$ cat src/rtl/mult_pkg.sv
// Shared definitions for the sequential shift-add multiplier.
//   mult_state_t : control states (IDLE -> RUN -> FIN -> IDLE)
//   MULT_WA_DEF  : default multiplier (A) width
//   MULT_WB_DEF  : default multiplicand (B) / result (Y) width
package mult_pkg;

  typedef enum logic [1:0] {
    IDLE,
    RUN,
    FIN
  } mult_state_t;

  localparam int unsigned MULT_WA_DEF = 4;
  localparam int unsigned MULT_WB_DEF = 4;

endpackage

$ cat src/rtl/banderas_mult.sv
// Combinational Z/N/C/V flag generation for a WA x WB product.
// Ports:
//   p_i           : full product (WA+WB bits)
//   signed_mode_i : 1 = product of two's-complement operands
//   z_o           : truncated result Y = p_i[WB-1:0] is zero
//   n_o           : Y[WB-1]
//   c_o           : unsigned only, upper product bits non-zero
//   v_o           : signed only, product not representable in WB-bit signed
// Shared with other ALU units, so kept purely combinational.
module banderas_mult #(
  parameter int unsigned WA = 4,
  parameter int unsigned WB = 4
) (
  input  logic [WA+WB-1:0] p_i,
  input  logic             signed_mode_i,
  output logic             z_o,
  output logic             n_o,
  output logic             c_o,
  output logic             v_o
);

  logic [WB-1:0] y;
  logic [WA-1:0] upper;
  logic [WA:0]   sign_ext;  // bits that must all match the Y sign bit

  always_comb begin
    y        = p_i[WB-1:0];
    upper    = p_i[WA+WB-1:WB];
    sign_ext = p_i[WA+WB-1:WB-1];
    z_o      = (y == '0);
    n_o      = y[WB-1];
    c_o      = !signed_mode_i && (upper != '0);
    v_o      = signed_mode_i && !((&sign_ext) || (~|sign_ext));
  end

endmodule

$ cat src/rtl/multiplicador_secuencial.sv
// Sequential shift-add multiplier, one multiplier bit per cycle.
// Operands are converted to magnitudes at start, multiplied unsigned and the
// sign is reapplied in FIN, so signed and unsigned share one datapath.
// Ports:
//   clk, rst_n          : clock, asynchronous active-low reset
//   start               : request, sampled only in IDLE
//   clr                 : synchronous abort, priority over start/progress
//   signed_mode, A, B   : operands and mode, captured with start
//   busy                : operation in flight
//   done                : one-cycle pulse, results valid from this cycle on
//   P, Y                : full product and WB-bit truncated result
//   Z, N, C, V          : flags, registered together with P
// All outputs come straight from flops; results hold until the next FIN.
module multiplicador_secuencial
  import mult_pkg::*;
#(
  parameter int unsigned WA = MULT_WA_DEF,
  parameter int unsigned WB = MULT_WB_DEF
) (
  input  logic             clk,
  input  logic             rst_n,
  input  logic             start,
  input  logic             clr,
  input  logic             signed_mode,
  input  logic [WA-1:0]    A,
  input  logic [WB-1:0]    B,
  output logic             busy,
  output logic             done,
  output logic [WA+WB-1:0] P,
  output logic [WB-1:0]    Y,
  output logic             Z,
  output logic             N,
  output logic             C,
  output logic             V
);

  localparam int unsigned W    = WA + WB;
  localparam int unsigned CntW = $clog2(WA + 1);
  localparam logic [CntW-1:0] LastCnt = CntW'(WA - 1);

  mult_state_t     state_q, state_d;
  logic [CntW-1:0] cnt_q, cnt_d;
  logic [WA-1:0]   mplier_q, mplier_d;
  logic [W-1:0]    mcand_q, mcand_d;
  logic [W-1:0]    acc_q, acc_d;
  logic            sign_q, sign_d;
  logic            smode_q, smode_d;
  logic            busy_q, busy_d;
  logic            done_q, done_d;
  logic [W-1:0]    p_q, p_d;
  logic            z_q, z_d;
  logic            n_q, n_d;
  logic            c_q, c_d;
  logic            v_q, v_d;

  logic [WA-1:0]   mag_a;
  logic [WB-1:0]   mag_b;
  logic [W-1:0]    p_fin;
  logic            z_fin, n_fin, c_fin, v_fin;

  // Negation of the most-negative value wraps to itself, which read unsigned
  // is exactly its magnitude, so no extra bit is needed.
  always_comb begin
    mag_a = (signed_mode && A[WA-1]) ? -A : A;
    mag_b = (signed_mode && B[WB-1]) ? -B : B;
    p_fin = sign_q ? -acc_q : acc_q;
  end

  banderas_mult #(
    .WA (WA),
    .WB (WB)
  ) u_banderas (
    .p_i           (p_fin),
    .signed_mode_i (smode_q),
    .z_o           (z_fin),
    .n_o           (n_fin),
    .c_o           (c_fin),
    .v_o           (v_fin)
  );

  always_comb begin
    state_d  = state_q;
    cnt_d    = cnt_q;
    mplier_d = mplier_q;
    mcand_d  = mcand_q;
    acc_d    = acc_q;
    sign_d   = sign_q;
    smode_d  = smode_q;
    busy_d   = busy_q;
    done_d   = 1'b0;
    p_d      = p_q;
    z_d      = z_q;
    n_d      = n_q;
    c_d      = c_q;
    v_d      = v_q;

    unique case (state_q)
      IDLE: begin
        // clr in IDLE simply masks start
        if (start && !clr) begin
          mplier_d = mag_a;
          mcand_d  = {{WA{1'b0}}, mag_b};
          sign_d   = signed_mode && (A[WA-1] ^ B[WB-1]);
          smode_d  = signed_mode;
          acc_d    = '0;
          cnt_d    = '0;
          busy_d   = 1'b1;
          state_d  = RUN;
        end
      end
      RUN: begin
        if (clr) begin
          busy_d  = 1'b0;
          state_d = IDLE;
        end else begin
          if (mplier_q[0]) begin
            acc_d = acc_q + mcand_q;
          end
          mplier_d = mplier_q >> 1;
          mcand_d  = mcand_q << 1;
          cnt_d    = cnt_q + 1'b1;
          if (cnt_q == LastCnt) begin
            state_d = FIN;
          end
        end
      end
      FIN: begin
        busy_d  = 1'b0;
        state_d = IDLE;
        if (!clr) begin
          p_d    = p_fin;
          z_d    = z_fin;
          n_d    = n_fin;
          c_d    = c_fin;
          v_d    = v_fin;
          done_d = 1'b1;
        end
      end
      default: begin
        busy_d  = 1'b0;
        state_d = IDLE;
      end
    endcase
  end

  always_ff @(posedge clk or negedge rst_n) begin
    if (!rst_n) begin
      state_q  <= IDLE;
      cnt_q    <= '0;
      mplier_q <= '0;
      mcand_q  <= '0;
      acc_q    <= '0;
      sign_q   <= 1'b0;
      smode_q  <= 1'b0;
      busy_q   <= 1'b0;
      done_q   <= 1'b0;
      p_q      <= '0;
      z_q      <= 1'b1;
      n_q      <= 1'b0;
      c_q      <= 1'b0;
      v_q      <= 1'b0;
    end else begin
      state_q  <= state_d;
      cnt_q    <= cnt_d;
      mplier_q <= mplier_d;
      mcand_q  <= mcand_d;
      acc_q    <= acc_d;
      sign_q   <= sign_d;
      smode_q  <= smode_d;
      busy_q   <= busy_d;
      done_q   <= done_d;
      p_q      <= p_d;
      z_q      <= z_d;
      n_q      <= n_d;
      c_q      <= c_d;
      v_q      <= v_d;
    end
  end

  assign busy = busy_q;
  assign done = done_q;
  assign P    = p_q;
  assign Y    = p_q[WB-1:0];
  assign Z    = z_q;
  assign N    = n_q;
  assign C    = c_q;
  assign V    = v_q;

endmodule

$ cat config.mk
export PLATFORM = sky130hd
export DESIGN_NAME = multiplicador_secuencial
export DESIGN_NICKNAME = d
export VERILOG_FILES = /design/src/rtl/mult_pkg.sv /design/src/rtl/banderas_mult.sv /design/src/rtl/multiplicador_secuencial.sv
export SDC_FILE = /design/constraint.sdc
export NUM_CORES = 1
export LEC_CHECK = 0
export CAP_MARGIN = 0
export CORE_MARGIN = 2
export CORE_UTILIZATION = 60
export CTS_BUF_LIST = sky130_fd_sc_hd__clkbuf_8
export DETAILED_ROUTE_END_ITERATION = 7
export DONT_BUFFER_PORTS = 1
export GPL_TIMING_DRIVEN = 0
export PLACE_DENSITY = 0.76
export REMOVE_ABC_BUFFERS = 1
export SLEW_MARGIN = 20
export SYNTH_ARGS = -nofsm -noshare
export SYNTH_HDL_FRONTEND = slang
export SYNTH_SLANG_ARGS = --single-unit
$ cat constraint.sdc
create_clock -name clk -period 3.7 [get_ports clk]
set_input_delay 0.37 -clock clk [delete_from_list [all_inputs] [get_ports clk]]
set_output_delay 0.37 -clock clk [all_outputs]
set_load 0.005 [all_outputs]
; ---- Yosys cells after proc, flatten, opt, wreduce, memory -nomap -nowiden
; Index checks and enable logic that the tools add are counted.
[word_totals]
n_memories = 0
romBits = 0
ram_bits = 0
register_bits = 41
latch_bits = 0
output_inout_bits = 18
[classes]
bitwise_logic = 2
mul = 0
div_mod_pow = 0
shift = 0
reduce_logical = 23
n_mux = 25
addsub = 5
n_eq_ne = 8
n_lt_le_gt_ge = 0
[op_table]
columns = cell, count
row1 = $mux 8, 6
row2 = $pmux 8 s2, 2
row3 = $mux 4, 4
row4 = $add 8x8->8, 1
row5 = $ne 2x2->1 const B, 4
row6 = $neg 4->4, 2
row7 = $neg 8->8, 1
row8 = $pmux 4 s2, 1
row9 = $reduce_and 2->1, 4
row10 = $logic_and 1x1->1, 6
row11 = $mux 2, 3
row12 = $mux 3, 2
row13 = $pmux 3 s2, 1
row14 = $reduce_and 5->1, 1
row15 = $reduce_or 5->1, 1
row16 = $logic_not 1->1, 4
row17 = $logic_not 4->1, 1
row18 = $mux 1, 4
row19 = $pmux 2 s2, 1
row20 = $reduce_and 4->1, 1
row21 = $reduce_bool 4->1, 1
row22 = $add 3x1->3 const B, 1
row23 = $eq 3x2->1 const B, 1
row24 = $ne 3x3->1 const B, 1
row25 = 9 further kinds, 9

; ---- Longest topological paths before layout
; Gate-level depths: netlist (run 1).
[depth]
ltp_word = 7
mapped_depth = 8
depth_no_buf = 8

; ---- Modules after synthesis
; From an unflattened synthesis (run 1), not the netlist that was laid out.
[unflattened]
hier_cells = 227
area_unflattened_um2 = 2264.7
[modules_own_cells]
columns = module, cells_per_inst, seq_area_each_um2, area_each_um2, n_inst
row1 = multiplicador_secuencial, 220, 1027.2, 2215.9, 1
row2 = banderas_mult, 7, 0.0, 48.8, 1

; ---- Worst setup path after synthesis (run 1)
; No wires, ideal clock.
[synth_path]
kind = register to register
start = reg acc_q[1]
end = reg v_q (netlist: V)
path_stages_with_launch = 9
n_path_buf = 0
arrival_ps = 1840
required_ps = 3580
setup_ps = 120
period_less_slack_ps = 1960
path_slack_ps = 1740
cell_sequence = dfrtp_1 > inv_1 > ha_1 > or3b_1 > nor3_1 > o2111ai_1 > a21oi_2 > nand2_1 > a41o_1
[synth_between]
elab_chain_cells = 7
[synth_rtl]
columns = element, line
row1 = start: declaration, multiplicador_secuencial.sv:45  ; logic [W-1:0] acc_q, acc_d;
row2 = start signal: assignment, multiplicador_secuencial.sv:152  ; acc_q <= '0;
row3 = start signal: assignment, multiplicador_secuencial.sv:167  ; acc_q <= acc_d;
row4 = $neg 8->8 (*), multiplicador_secuencial.sv:66  ; p_fin = sign_q ? -acc_q : acc_q;
row5 = $mux 8 (*), multiplicador_secuencial.sv:66
row6 = $reduce_or 5->1, banderas_mult.sv:33  ; v_o = signed_mode_i && !((&sign_ext) || (~|sign_ext));
row7 = $logic_not 1->1, banderas_mult.sv:33
row8 = $logic_or 1x1->1 (*), banderas_mult.sv:33
row9 = $logic_not 1->1 (*), banderas_mult.sv:33
row10 = $logic_and 1x1->1 (*), banderas_mult.sv:33
row11 = end signal: assignment, multiplicador_secuencial.sv:176  ; v_q <= v_d;
row12 = end: declaration, multiplicador_secuencial.sv:54  ; logic v_q, v_d;
; Mark *: on every way between the ends. The rest lies on a longest branch, timed or not.
; A chain may end at the register's enable or synchronous reset.

; ---- Worst setup path in the final report (run 1)
; Ends and elaborated chain as after synthesis.

==> results of run 1 <==
==> cell usage after synthesis (2+ instances only) <==
master | number | share of area [%]
o31ai_1 | 6 | 1.9
mux2i_1 | 2 | 0.86
nand4_1 | 3 | 0.81
nand2_1 | 32 | 5.2
xnor2_1 | 5 | 1.9
and3_1 | 2 | 0.54
mux2_2 | 2 | 0.97
nor3_1 | 5 | 1.1
nor2_1 | 14 | 2.3
o21ai_0 | 22 | 4.7
dfrtp_1 | 39 | 42
a22o_1 | 6 | 2.3
a31oi_1 | 2 | 0.54
a21oi_1 | 20 | 4.3
o211ai_1 | 2 | 0.65
buf_4 | 5 | 1.6
inv_1 | 13 | 2.1
ha_1 | 12 | 6.5
clkbuf_8 | 3 | 1.8
o21bai_1 | 2 | 0.65
xor2_1 | 8 | 3.0
or3_1 | 4 | 1.1
clkbuf_1 | 8 | 1.3
nand3_1 | 5 | 1.1
a32o_1 | 3 | 1.3
==> per-layer routing <==
layer	vias to the layer above	global-route usage, %	wire (µm)
li1	842	-	-
met1	791	25.4	1780
met2	30	37.1	2080
met3	8	4.77	182
met4	0	7.91	55
met5	-	0	0
==> sequential cells by signal, indices dropped and copies added (netlist names) <==
name and flops:
acc_q 8, C 1, V 1, state_q 2
done 1, sign_q 1, mcand_q 8, Z 1
cnt_q 3, P 8, mplier_q 4, busy 1
smode_q 1
==> worst max-delay path: stages (launching register included) <==
cell and delay, ns:
dfrtp_1 0.46, inv_1 0.09, ha_1 0.20, or3b_1 0.44, nor3_1 0.23, o2111ai_1 0.17
a21oi_2 0.21, nand2_1 0.07, a41o_1 0.23
==> worst paths after layout <==
path	start	to	slack [ns]
max in group asynchronous	rst_n	Z	2.92
max reg2reg	acc_q[1]	V	1.51
min reg2reg	cnt_q[2]	cnt_q[2]	0.48
max	acc_q[1]	V	1.51
min	clr	state_q[0]	0.15
min in group asynchronous	rst_n	done	0.53
==> through the flow <==
step	instance area (µm²)	hold WS (ns)	setup slack [ns]
after detailed placement	2260	0.0753	1.42
after floorplan	2200	0.0744	1.73
after global routing	2380	0.143	1.28
after global placement	2260	0.0752	1.39
final	2380	0.149	1.51
after CTS	2380	0.146	1.39
==> cells by family after synthesis <==
family                   synth area share, %
AO/OA/AOI/OAI                           19.8
XOR/XNOR                                4.91
adder cells (fa/ha/maj)                 7.34
buffers and inverters                   7.28
flip-flops                              43.2
multiplexers                            1.83
AND/OR/NAND/NOR                         15.6
==> layout make-up <==
cell class                 instances  share of cell area, %
tap                               48                   2.52
multi-input combinational        174                   48.3
inverter                          13                   2.05
clock inverter                     2                  0.420
timing repair buffer               2                   1.26
clock buffer                       6                   3.46
sequential                        40                   42.0
==> power by group <==
group	total [µW]	switching, µW	leakage [µW]	internal (µW)
combinational	345	187	0.000534	158
clock	294	146	0.0000510	149
sequential	596	84.8	0.000533	511
total	1230	417	0.00112	817
==> cells in the final DEF (no fill, tap or decap), drive strengths merged, types with 6 or more instances in the layout <==
cell,Yosys,routed
inv,13,13
xor2,8,8
a22o,6,6
o31ai,6,6
nand2,32,32
nor2,14,14
dfrtp,39,39
a21oi,21,21
ha,12,12
o21ai,22,22
clkbuf,11,6
==> results.md, run 1 <==
* Status: finished clean
* First DRT Iteration DRCs at 96
* Slew headroom at ~48%
* Die Ht at ~66 µm
* Register Area at roughly 1000 µm²
* Worst vdd ir at around 0.36 mV
* Hold Fails Final Rpt at 0
* Max-cap violations at 0
* Worst-skew pair later-pin latency at between 0.2 and 0.3 ns
* Via density per instance at 5.86
* Post-CTS setup buffer count at 0
* CTS tree: built
* Fin crit share at between 50% and 60%
* I/O pin count at 31
* Max Clk Rate at approximately 460 MHz
* Largest net degree at the start of global routing at 41
* N_diodes at 0
* Fin. max-slew vios at 0
* Post-CTS Hold Fix Bufs at 2
* CTS HTree Levels at 2
* IO buf count at 0
* CP endpoint kind: flop
* Final cell count without fillers at 285
* Utilization after layout at about 65%
* Netlist Area Pre-Place at between 2000 and 2500 µm²
* Routed Antenna Nets at 0
* Clock buffer depth at 2
* Pleak at roughly 0.0011 µW
* Critical Path Source Type: flop
* Synth Flop Type: dfrtp_1
* Fill count at roughly 300
* Initial antenna violation count at 0
* Dpl cells at about 280
* Placer Congestion at around 0.8
* Synth-to-layout area growth at 2.80%
* TNS Setup at 0 ns
* Crit-path max FO at 7
* FF-to-FF path depth at 8
* PostCTS Resize Cnt at 0
* Footprint of the multi-input gates at roughly 1200 µm²
* Worst-path clk slew at 0.08 ns
* Fraction of registers with async set/reset at 100%
* Mean post-synth cell area at around 9.5 µm²
* Minimum clock period at about 2.2 ns
* Detailed-route DRC error count at 0
* Starting density of the core at roughly 63%
* First-pass GRT wire length at a little over 7000 µm
* WL/cell at 14.4 µm
* Synth cell types at 44
* Cell count after synthesis at around 240
* HPWL after DPL at 2990 µm
* # nets final at 262
* CP required at approximately 3.9 ns
* Share of cells above drive strength 1 at 8.44%
* Final Setup Violations at 0
* Synth Register Bits at 40
* Critical Path AT at about 2.4 ns
* HP Class: primary input to flop
* Vias in the first global route at roughly 1700
* RSZ-0062 raised after global routing: no
* Overall Global Routing Usage at 21.3%
* Die X at roughly 66 µm
* Hold path depth at 1
* Total die area at approximately 4400 µm²
* DRT Wirelength at between 4000 and 5000 µm
* EDFF count, synth at 0
* Crit path kind: flop to flop
* Worst-Margin Slew at slightly below 0.8 ns
* Core outline area at 3690 µm²
* Final Power at between 1000 and 1500 µW
* Clock sinks at 40
* Synthesis Warnings at 0
* CTS buffer count at 5
* Clock skew at around 0.0075 ns
* Std-Cell Rows at 22
* Clock root cell: clkbuf_8
* Grt ovf at 0
* DRT Pass-1 Iters at 4
* Part of the Yosys area used for sequential elements at a little over two fifths
* PD cells at between 500 and 600 nW/µm²
* Via count at 1671
(Power assumes the default switching activity.)
==> run 2: changes to the inputs <==
--- a/config.mk
+++ b/config.mk
@@ -7,12 +7,12 @@
 export LEC_CHECK = 0
 export CAP_MARGIN = 0
 export CORE_MARGIN = 2
-export CORE_UTILIZATION = 60
+export CORE_UTILIZATION = 59
 export CTS_BUF_LIST = sky130_fd_sc_hd__clkbuf_8
 export DETAILED_ROUTE_END_ITERATION = 7
 export DONT_BUFFER_PORTS = 1
 export GPL_TIMING_DRIVEN = 0
-export PLACE_DENSITY = 0.76
+export PLACE_DENSITY = 0.78
 export REMOVE_ABC_BUFFERS = 1
 export SLEW_MARGIN = 20
 export SYNTH_ARGS = -nofsm -noshare
==> constraint.sdc (replaced) <==
create_clock -name clk -period 1.9 [get_ports clk]
set_input_delay 0.19 -clock clk [delete_from_list [all_inputs] [get_ports clk]]
set_output_delay 0.19 -clock clk [all_outputs]
set_load 0.005 [all_outputs]
==> run 2 against run 1 <==
  * The run now ends with setup timing left
  * Via count rose by 6.8%
  * Combinational power rose to 2.5 times the previous value
  * Register-to-register slack got worse by 1.5 ns
  * Hold slack got worse by 0.11 ns
  * Non-clock buffer count rose by 10
  * Final area rose by 9.7%
==> results.md, run 2 (synthesized netlist as in run 1, its figures left out) <==
* First DRT Iteration DRCs at 69 (-28%)
* CP top delay family: compound AO/OA/AOI/OAI gates
* Crit path kind: flop to flop
* HP Class: primary input to flop
* Sequential Power Share at 45.3% (-2.9 points)
* Final cell count without fillers at 295 (+3.5%)
* Std-Cell Rows at 22 (unchanged)
* Fin. max-slew vios at 0 (unchanged)
* DRT Pass-1 Iters at 4 (unchanged)
* CTS buffer count at 5 (unchanged)
* I/O pin count at 31 (unchanged)
* Pleak at 0.00117 µW (+4.5%)
* Slowest cell on crit path: dfrtp_2
* Logic pwr share at 33.5% (+5.6 points)
* Most common library cell in the layout ignoring fill and taps: dfrtp_1
* Clock root cell: clkbuf_8
* Initial antenna violation count at 0 (unchanged)
* HP Start: signed_mode
* Die X at 66.7 µm (+0.79%)
* Failing checks: setup timing
* FF-to-FF path depth at 8 (unchanged)
* Overall Global Routing Usage at 23.1% (+1.9 points)
* Vias in the first global route at 1751 (+4.0%)
* Hold path depth at 1 (unchanged)
* PD cells at 996 nW/µm² (+92%)
* CP peak stage delay at 0.46 ns (about the same)
* RR Startpoint: acc_q[0]
* Detailed-route DRC error count at 0 (unchanged)
* Slew headroom at 46.6% (-1.6 points)
* Via count at 1784 (+6.8%)
* Power share of the clock group at 21.2% (-2.6 points)
* WL/cell at 15.1 µm (+4.8%)
* IO buf count at 0 (unchanged)
* Core outline area at 3720 µm² (+0.75%)
* Cell chain of the critical path: ha_4, fa_2, a21o_1, a21oi_2, o21bai_1, a21oi_1, xor2_1, o21ai_1
* Critical Path Source Type: flop
* Internal Power at 1690 µW (+110%)
* Worst-Margin Slew at 0.800 ns (+0.0246 ns)
* Share of cells above drive strength 1 at 21.1% (+13 points)
* Final Setup Violations at 3 (+3)
* Most frequent cells in the layout: dfrtp_1, nand2_1, o21ai_0
* Worst-path clk slew at 0.08 ns (about the same)
* CP endpoint kind: flop
* Synth-to-layout area growth at 12.7%
* Largest net degree at the start of global routing at 41 (unchanged)
* CP startpoint: acc_q[0]
* Hold Fails Final Rpt at 0 (unchanged)
* CP required at 2.08 ns (-1.81 ns)
* CTS HTree Levels at 2 (unchanged)
* Status: finished, violations left
* Switching portion of total power at 35.0% (+1.2 points)
* Grt ovf at 0 (unchanged)
* Starting density of the core at 62.4% (-0.47 points)
* HPWL after DPL at 2940 µm (-1.5%)
* Routed Antenna Nets at 0 (unchanged)
* Switching pwr at 912 µW (+120%)
* Worst vdd ir at 0.495 mV (+37%)
* Stages on the worst setup path at 8 (unchanged)
* # nets final at 272 (+3.8%)
* Setup WS post-layout at -0.0196 ns (-1.53 ns)
* First-pass GRT wire length at 7670 µm (+7.9%)
* Buffers & Inverters on Critical Path at 0 (-1)
* Critical Path AT at 2.10 ns (-0.28 ns)
* Clock buffer depth at 2 (unchanged)
* Max-cap violations at 0 (unchanged)
* CTS tree: built
* Dpl cells at 275 (unchanged)
* N_diodes at 0 (unchanged)
* Clock skew at 0.0105 ns (+0.00298 ns)
* Worst-skew pair later-pin latency at 0.30 ns (about the same)
* DRT Wirelength at 4450 µm (+8.5%)
* Max Clk Rate at 521 MHz (+14%)
* Total die area at 4450 µm² (+1.6%)
* Via density per instance at 6.05 (+3.1%)
* Crit-path max FO at 5 (-2)
* TNS Setup at -0.0418 ns (-0.0418 ns)
* Minimum clock period at 1.92 ns (-0.274 ns)
* Placer Congestion at 0.847 (+5.4%)
* Die Ht at 66.7 µm (+0.79%)
* RSZ-0062 raised after global routing: yes
* Clock sinks at 40 (unchanged)
* Fin crit share at 101% (+42 points)
run 2: per-layer routing:
layer | vias up | share of wire [%] | track usage [%]
li1 | 864 | - | -
met4 | 0 | 3.1 | 12.2
met3 | 13 | 5.9 | 6.93
met5 | - | 0 | 0
met1 | 847 | 43 | 27.7
met2 | 60 | 48 | 37.4
run 2: stage by stage:
stage                     setup WS [ns]  util (%)  power [µW]  instance area [µm²]  hold WS (ns)
after floorplan                 -0.0720         -        1680                 2200        -0.106
after global placement           -0.348      60.8        1800                 2260        -0.105
after detailed placement         -0.374      60.8        1820                 2260        -0.105
after CTS                      -0.00322      67.4        2510                 2510        0.0314
after global routing             -0.117      70.4        2820                 2620        0.0232
final                           -0.0196      70.4        2610                 2620        0.0377
run 2: layout make-up:
class | count | area, µm²
Multi-Input combinational cell | 174 | 1300
Fill cell | 269 | 1100
Sequential cell | 40 | 1010
Timing Repair Buffer | 12 | 108
Clock buffer | 5 | 68.8
Tap cell | 48 | 60.1
Inverter | 13 | 48.8
Clock inverter | 3 | 18.8
run 2: final timing paths:
| kind | endpoint | slack, ns |
|---|---|---|
| hold / removal | smode_q | 0.04 |
| min in group asynchronous | V | 0.35 |
| setup reg to reg | acc_q[6] | -0.02 |
| hold reg to reg | Z | 0.49 |
| setup / recovery | acc_q[6] | -0.02 |
| max in group asynchronous | Z | 1.31 |
run 2: power groups by stage:
stage	combinational [µW]	clock, µW	sequential (µW)
global placement	625	0	1170
global route	995	618	1200
detailed placement	640	0	1180
finish	872	553	1180
CTS	782	570	1160
floorplan	546	0	1130
run 2: what timing repair did:
item                                   CTS  global route
pin swaps                               10             9
resized for setup                       20            14
setup buffers                            8             2
hold buffers                             3             0
setup endpoints to repair               19            19
endpoints found under the hold margin   42             0
run 2: worst reg2reg max path, delay by kind of cell, from the launching register on:
family | cells | cell delay, ns
adders and majority gates | 2 | 0.55
xor gates and xnor gates | 1 | 0.15
AOI/OAI and AO/OA | 5 | 0.64
DFF | 1 | 0.46
==> run 3: changes to the inputs <==
--- a/config.mk
+++ b/config.mk
@@ -6,7 +6,6 @@
 export NUM_CORES = 1
 export LEC_CHECK = 0
 export CAP_MARGIN = 0
-export CORE_MARGIN = 2
 export CORE_UTILIZATION = 59
 export CTS_BUF_LIST = sky130_fd_sc_hd__clkbuf_8
 export DETAILED_ROUTE_END_ITERATION = 7
@@ -14,7 +13,6 @@
 export GPL_TIMING_DRIVEN = 0
 export PLACE_DENSITY = 0.78
 export REMOVE_ABC_BUFFERS = 1
-export SLEW_MARGIN = 20
 export SYNTH_ARGS = -nofsm -noshare
 export SYNTH_HDL_FRONTEND = slang
 export SYNTH_SLANG_ARGS = --single-unit
==> constraint.sdc (replaced) <==
create_clock -name clk -period 1.9 [get_ports clk]
set_input_delay 0.19 -clock clk [delete_from_list [all_inputs] [get_ports clk]]
set_output_delay 0.19 -clock clk [all_outputs]
set_load 0.05 [all_outputs]
==> run 3 against run 2 <==
  * The run still ends with setup timing left
  * Global-route usage up 1.3 points
  * Register-to-register slack worse by 0.08 ns
  * Fmax shrank 4.1%
  * Hold slack improved by 0.0055 ns
  * Final cell count increased by 0.34%
  * Total power is 17% higher
  * Largest cell class unchanged
  * Largest power group unchanged
==> results.md, run 3 (synthesized netlist as in run 1, its figures left out) <==
* Status: finished, violations left
* Failing checks: setup timing
* Placer Congestion at 0.841 (-0.70%)
* Worst-skew pair later-pin latency at 0.29 ns (about the same)
* Pleak at 0.00120 µW (+3.1%)
* Die X at 64.7 µm (-3.0%)
* TNS Setup at -0.119 ns (-0.0768 ns)
* Power share of the clock group at 26.7% (+5.5 points)
* Fin crit share at 105% (+4.3 points)
* CTS HTree Levels at 2 (unchanged)
* Largest net degree at the start of global routing at 41 (unchanged)
* Final Setup Violations at 3 (unchanged)
* Grt ovf at 0 (unchanged)
* Crit path kind: flop to flop
* Via density per instance at 6.04 (about the same)
* First-pass GRT wire length at 7770 µm (+1.3%)
* HP Class: primary input to flop
* Initial antenna violation count at 0 (unchanged)
* Crit-path max FO at 5 (unchanged)
* Worst-path clk slew at 0.08 ns (about the same)
* Buffers & Inverters on Critical Path at 1 (+1)
* Logic pwr share at 28.4% (-5.1 points)
* PD cells at 1160 nW/µm² (+17%)
* Std-Cell Rows at 22 (unchanged)
* RR Startpoint: acc_q[0]
* I/O pin count at 31 (unchanged)
* CTS tree: built
* Stages on the worst setup path at 8 (unchanged)
* Worst vdd ir at 0.786 mV (+59%)
* Max Clk Rate at 500 MHz (-4.1%)
* WHS Endpoint: mcand_q[0]
* Cell area after placement at 2260 µm² (unchanged)
* DRT Pass-1 Iters at 4 (unchanged)
* Vias in the first global route at 1731 (-1.1%)
* Hold Fails Final Rpt at 0 (unchanged)
* Switching portion of total power at 36.5% (+1.5 points)
* Clock skew at 0.00735 ns (-0.00312 ns)
* Sequential Power Share at 44.9% (-0.4 points)
* # nets final at 273 (+0.37%)
* CTS buffer count at 5 (unchanged)
* First DRT Iteration DRCs at 123 (+78%)
* Hold path depth at 1 (unchanged)
* Cell chain of the critical path: inv_2, ha_4, or3b_4, nor3_4, o2111ai_2, a21oi_2, nand2_1, a41o_1
* Pre-CTS setup slack at -0.369 ns (+0.00508 ns)
* Critical Path Source Type: flop
* Dpl cells at 275 (unchanged)
* Overall Global Routing Usage at 24.4% (+1.3 points)
* DRT Wirelength at 4780 µm (+7.6%)
* Slowest cell on crit path: dfrtp_2
* Most frequent cells in the layout: dfrtp_1, nand2_1, o21ai_0
* N_diodes at 0 (unchanged)
* IO buf count at 0 (unchanged)
* RSZ-0062 raised after global routing: yes
* Slew headroom at 12.7% (-34 points)
* Core outline area at 3720 µm² (unchanged)
* Minimum clock period at 2.00 ns (+0.0822 ns)
* HPWL after DPL at 2960 µm (+0.43%)
* Via count at 1789 (+0.28%)
* CP required at 2.08 ns (about the same)
* Routed Antenna Nets at 0 (unchanged)
* Final cell count without fillers at 296 (+0.34%)
* WL/cell at 16.2 µm (+7.2%)
* HP Start: B[0]
* FF-to-FF path depth at 8 (unchanged)
* Reg2reg end: V
* Cell area after layout at 2610 µm² (about the same)
* CP top delay family: simple AND/OR/NAND/NOR gates
* Clock sinks at 40 (unchanged)
* Setup WS post-layout at -0.102 ns (-0.0822 ns)
* CP endpoint kind: flop
* Synth-to-layout area growth at 12.6% (about the same)
* Total die area at 4190 µm² (-5.9%)
* Share of cells above drive strength 1 at 19.0% (-2.1 points)
* Switching pwr at 1110 µW (+22%)
* Starting density of the core at 62.4% (unchanged)
* Die Ht at 64.7 µm (-3.0%)
* Detailed-route DRC error count at 0 (unchanged)
* Worst-Margin Slew at 1.31 ns (+0.510 ns)
* Clock buffer depth at 2 (unchanged)
* CP peak stage delay at 0.46 ns (about the same)
* Clock root cell: clkbuf_8
* Most common library cell in the layout ignoring fill and taps: dfrtp_1
* Fill count at 271 (+0.74%)
* Max-cap violations at 0 (unchanged)
* Fin. max-slew vios at 0 (unchanged)
* Internal Power at 1930 µW (+14%)
* Critical Path AT at 2.19 ns (+0.09 ns)
* WHS at 0.0432 ns (+0.00548 ns)
* R2R Setup Slk at -0.10 ns (-0.08 ns)
[run 3: cell count changes in the layout (fill, tap and decap cells not counted), sizes merged]
cell,delta
clkinv,-3
buf,+1
bufinv,+2
inv,+1
[run 3: layer usage]
metal  track usage, %  routed length [µm]  up-vias
li1                 -                   -      868
met1             28.9                2110      860
met2             41.8                2370       49
met3             6.16                 189       12
met4             10.0                 116        0
met5                0                   0        -
[run 3: power by group through the flow]
stage          Combinational [µW]  Sequential [µW]  Clock, µW
2_1_floorplan                 547             1320          0
3_3_place_gp                  626             1360          0
3_5_place_dp                  649             1360          0
4_1_cts                       764             1350        821
5_1_grt                       957             1390        862
6_report                      861             1360        811
[run 3: worst max-delay path by stage]
stage	start	end	slack, ns
global placement	state_q[1]	cnt_q[0]	-0.34
CTS	acc_q[0]	acc_q[6]	-0.07
floorplan	acc_q[1]	V	-0.07
finish	acc_q[0]	V	-0.10
global route	acc_q[0]	V	-0.18
detailed placement	state_q[1]	cnt_q[0]	-0.37
[run 3: per-stage QoR]
step	utilization [%]	power, µW
after floorplan	-	1870
after global placement	60.8	1980
after detailed placement	60.8	2010
after CTS	68.2	2940
after global routing	70.3	3210
final	70.3	3040
[run 3: worst reg2reg max path: stages (launching register included)]
cell and delay, ns:
dfrtp_2 0.46, inv_2 0.09, ha_4 0.12, or3b_4 0.41
nor3_4 0.13, o2111ai_2 0.13, a21oi_2 0.23, nand2_1 0.08
a41o_1 0.25
[run 3: area by class of cell]
cell class              count  area, µm²  area share, %
multi-input cells         174       1240           47.6
clock inverters             3       63.8           2.44
well taps                  48       60.1           2.30
flip-flops and latches     40       1010           38.6
repair buffers             13        119           4.55
clock buffers               5       68.8           2.63
inverters                  13       48.8           1.87
[run 3: timing repair]
| item | 4_1_cts | 5_1_grt |
|---|---|---|
| gates resized for setup | 20 | 10 |
| pin swaps | 9 | 11 |
| hold endpoints to repair | 42 | 0 |
| setup endpoints to repair | 19 | 19 |
| buffers inserted | 5 | 6 |
| hold buffers | 3 | 0 |
